$ cat config.mk
export PLATFORM = sky130hd
export DESIGN_NAME = regfile_sync_rd
export DESIGN_NICKNAME = d
export VERILOG_FILES = /design/src/rtl/regfile_sync_rd.sv
export SDC_FILE = /design/constraint.sdc
export NUM_CORES = 2
export LEC_CHECK = 0
export CORE_UTILIZATION = 41
export CTS_CLUSTER_SIZE = 16
export DETAILED_ROUTE_END_ITERATION = 12
export GPL_ROUTABILITY_DRIVEN = 0
export SLEW_MARGIN = 10
export SYNTH_ARGS = -nofsm -noshare
export SYNTH_HDL_FRONTEND = slang
export SYNTH_SLANG_ARGS = --single-unit
$ cat constraint.sdc
create_clock -name clk -period 7.8 [get_ports clk]
set_input_delay 1.17 -clock clk [delete_from_list [all_inputs] [get_ports clk]]
set_output_delay 1.17 -clock clk [all_outputs]
set_load 0.01 [all_outputs]
$ cat src/rtl/regfile_sync_rd.sv
// Register file with one write port and two independent registered read ports.
// Entry 0 is hard-wired to zero; reads see a same-cycle write through a bypass path.
module regfile_sync_rd #(
  parameter int                    ADDR_WIDTH = 5,
  parameter int                    DATA_WIDTH = 32,
  parameter logic [DATA_WIDTH-1:0] RESET_VAL  = '0
) (
  input  logic                  clk,
  input  logic                  rst,
  input  logic                  wen,
  input  logic [ADDR_WIDTH-1:0] waddr,
  input  logic [DATA_WIDTH-1:0] wdata,
  input  logic                  rd_req1,
  input  logic [ADDR_WIDTH-1:0] raddr1,
  input  logic                  rd_req2,
  input  logic [ADDR_WIDTH-1:0] raddr2,
  output logic                  rd_valid1,
  output logic [DATA_WIDTH-1:0] rdata1,
  output logic                  rd_valid2,
  output logic [DATA_WIDTH-1:0] rdata2
);

  localparam int DEPTH = 2 ** ADDR_WIDTH;

  logic [DATA_WIDTH-1:0] mem_reg [DEPTH];

  // Entry 0 is never written so it stays at the zero it gets on reset.
  always_ff @(posedge clk) begin
    if (!rst) begin
      for (int i = 0; i < DEPTH; i++) begin
        mem_reg[i] <= (i == 0) ? '0 : RESET_VAL;
      end
    end else if (wen && (waddr != '0)) begin
      mem_reg[waddr] <= wdata;
    end
  end

  logic                  rd_req_arr   [2];
  logic [ADDR_WIDTH-1:0] raddr_arr    [2];
  logic                  rd_valid_arr [2];
  logic [DATA_WIDTH-1:0] rdata_arr    [2];

  assign rd_req_arr[0] = rd_req1;
  assign rd_req_arr[1] = rd_req2;
  assign raddr_arr[0]  = raddr1;
  assign raddr_arr[1]  = raddr2;

  genvar gi;
  generate
    for (gi = 0; gi < 2; gi++) begin : g_rd_port
      logic                  valid_reg;
      logic [DATA_WIDTH-1:0] data_reg;
      logic [DATA_WIDTH-1:0] data_next;

      // Address 0 wins over the bypass so a discarded write never leaks out.
      always_comb begin
        data_next = mem_reg[raddr_arr[gi]];
        if (raddr_arr[gi] == '0) begin
          data_next = '0;
        end else if (wen && (waddr == raddr_arr[gi])) begin
          data_next = wdata;
        end
      end

      always_ff @(posedge clk) begin
        if (!rst) begin
          valid_reg <= 1'b0;
          data_reg  <= '0;
        end else begin
          valid_reg <= rd_req_arr[gi];
          if (rd_req_arr[gi]) begin
            data_reg <= data_next;
          end
        end
      end

      assign rd_valid_arr[gi] = valid_reg;
      assign rdata_arr[gi]    = data_reg;
    end
  endgenerate

  assign rd_valid1 = rd_valid_arr[0];
  assign rdata1    = rdata_arr[0];
  assign rd_valid2 = rd_valid_arr[1];
  assign rdata2    = rdata_arr[1];

endmodule

==> impl_results.md <==
* DR WL/cell at 35.5 µm
* Power Density at 230 nW/µm²
* Crit Reg-Reg Startpoint: mem_reg[0][23]$_SDFFCE_PN0P_
* Die footprint at 138,000 µm²
* Hold slack at 0.486 ns
* Crit-path max FO at 136
* Post-synth ARST share at 0
* Final hold vios at 0
* Startpoint Class: input port
* Yosys reg bits at 1,090
* CTS buffer count at 114
* Initial Utilization at 0.413
* Post-layout min period at 4.69 ns
* Total Wirelength at 205,000 µm
* Top_reg_cell synth: edfxtp_1
* Maxcap violations at 0
* DP Wirelength at 114,000 µm
* M3 GR Usage at 0.0785
* RSZ-0062 raised after global routing: no
* Pre-CTS WS at 2.44 ns
* Fin crit share at 0.601
* DR vias at 40,800
* Critical path capture point type: flop
* Rows at 135
* Core area at 135,000 µm²
* Cells after Synth at 4,041
* Die width at 372 µm
* Crit path kind: input port to flop
* Setup Skew at 0.0242 ns
* Post-synthesis area per instance at 13.9 µm²
* Largest net degree at the start of global routing at 150
* Worst Hold Class: flop to flop
* Clk pin slew, worst setup/hold paths at 0.07 ns
* Final core utilization at 0.461
* Crit path DAT at 5.12 ns
* IO Pins at 118
* Area delta synth->final at 11.6%
* Root buf cell: clkbuf_16
* Synth top area cells: edfxtp_1 (55%), mux4_2 (18%), nor3_1 (8.9%)
* Fmax at 0.213 GHz
* DRT iter0 DRCs at 6,844
* CTS H-tree lvls at 3
* Die H at 372 µm
* Total congestion overflow at 0
* Required time worst endpoint at 8.23 ns
* Most used routing layer: met2
* First-pass GRT wire length at 291,000 µm
* Post-route DRC at 0
* Share of cells above drive strength 1 at 0.206
* Final Slew Violations at 0
* Hold Buf Count CTS at 0
* Post-CTS setup buffers at 0
* Worst-Skew Late Latency at 0.74 ns
* Grt met2 use at 0.443
* N_diodes at 0
* Total track usage at 0.294
* Max IR drop VDD at 0.172 mV
* Distinct cells, synth at 45
* Synth warn at 0
* Via/cell ratio at 7.08
* Crit. Startpoint: waddr[2]
* Largest register FFs at 1,024
* TNS Setup at 0 ns
* Initial antenna violation count at 8
* Met1 Use GR at 0.413
* Run status: complete, no violations
* Area leader, netlist: edfxtp_1
* Worst setup margin at 3.11 ns
* Synth top area share at 0.549
* Final layout net count at 3,944
* CTS Sinks at 1,090
* Setup-failing EPs final at 0
* Slew HR at 0.171
* Leakage at 19.2 nW
* Register area share after synthesis at 0.573
* Worst Min Path Start: rdata2[8]$_SDFFE_PN0P_
* Post-synth EDFFs at 1,024
* Vias in the first global route at 39,100
* CTS tree: built
* Synth Cell Area at 56,000 µm²
* PostCTS Resize Cnt at 0
* Actual transition at the worst max-transition pin at 1.24 ns
* Clk buf depth at 3
* Post-DRT Antenna Nets at 0
* Drt first pass iters at 6
* Port bufs at 117
-- synth_stat cells, drive strengths merged, types with 8 or more instances --
master / n
a2111o: 32
a211oi: 22
a21oi: 85
a221o: 22
a221oi: 64
a22oi: 126
and3: 22
buf: 147
clkbuf: 401
dfxtp: 66
edfxtp: 1024
inv: 35
mux2i: 128
mux4: 448
nand2: 111
nor2b: 25
nor3: 992
nor4: 24
o211ai: 32
o21ai: 170
o22ai: 22
xor2: 8
-- worst paths after layout --
path / end / slack [ns] / cells past startpoint
setup reg to reg: rdata2[23]$_SDFFE_PN0P_ / 5.37 / 5
hold / removal: rdata2[8]$_SDFFE_PN0P_ / 0.49 / 2
hold reg to reg: rdata2[8]$_SDFFE_PN0P_ / 0.49 / 2
setup / recovery: mem_reg[12][29]$_SDFFCE_PN0P_ / 3.11 / 7
-- cell families (layout without fill, tap and decap cells) --
family                 after synthesis  in the layout  share of synthesized area
XOR/XNOR                            10             10                    0.00156
AO/OA/AOI/OAI                      580            580                     0.0706
AND/OR/NAND/NOR                   1201           1201                      0.107
other                                1             32                  0.0000669
multiplexers                       576            576                      0.203
buffers and inverters              583            503                     0.0451
flip-flops                        1090           1090                      0.573
-- through the flow --
| step | cells | total power [mW] | cell area (µm²) |
|---|---|---|---|
| after global placement | 5557 | 8.80 | 58700 |
| after floorplan | 4072 | 8.08 | 56100 |
| after CTS | 5773 | 14.3 | 62500 |
| after detailed placement | 5557 | 8.83 | 58700 |
| after global routing | 5773 | 14.7 | 62500 |
| final | 5773 | 14.4 | 62500 |
-- power by group --
part	internal, mW	leakage (nW)	total [mW]	switching (mW)
combinational	0.680	7.04	1.82	1.14
clock	3.21	1.85	5.61	2.40
sequential	6.73	10.3	6.94	0.206
total	10.6	19.2	14.4	3.74
-- final cells by class --
class | count | area, µm²
Inverter | 35 | 135
Clock buffer | 167 | 3260
Fill cell | 12100 | 73000
Tap cell | 1781 | 2230
Multi-Input combinational cell | 2399 | 22000
Sequential cell | 1090 | 32100
Clock inverter | 49 | 507
Timing Repair Buffer | 252 | 2300
-- cell usage in the layout (no fill, tap or decap), drive strengths merged, types with 66 or more instances in the layout --
cell type	instances
mux2i	128
nand2	111
clkdlybuf4s50	108
a21oi	85
edfxtp	1024
a22oi	126
nor3	992
clkbuf	167
o21ai	170
mux4	448
dfxtp	66
buf	144
-- worst max-delay path, cell delays in order --
cell and delay, ns:
clkdlybuf4s50_1 0.67, or3_4 0.70, nand3b_1 0.46, buf_4 0.41, buf_12 0.58, buf_4 0.87, nor3_1 0.12
-- per-layer routing --
metal  wire, µm  vias to the layer above
met5         35                        -
met4       7690                        6
met3      28200                      483
met2      91500                     3100
met1      77800                    21200
li1           -                    16100
No activity file was read; power rests on OpenSTA's default activity.
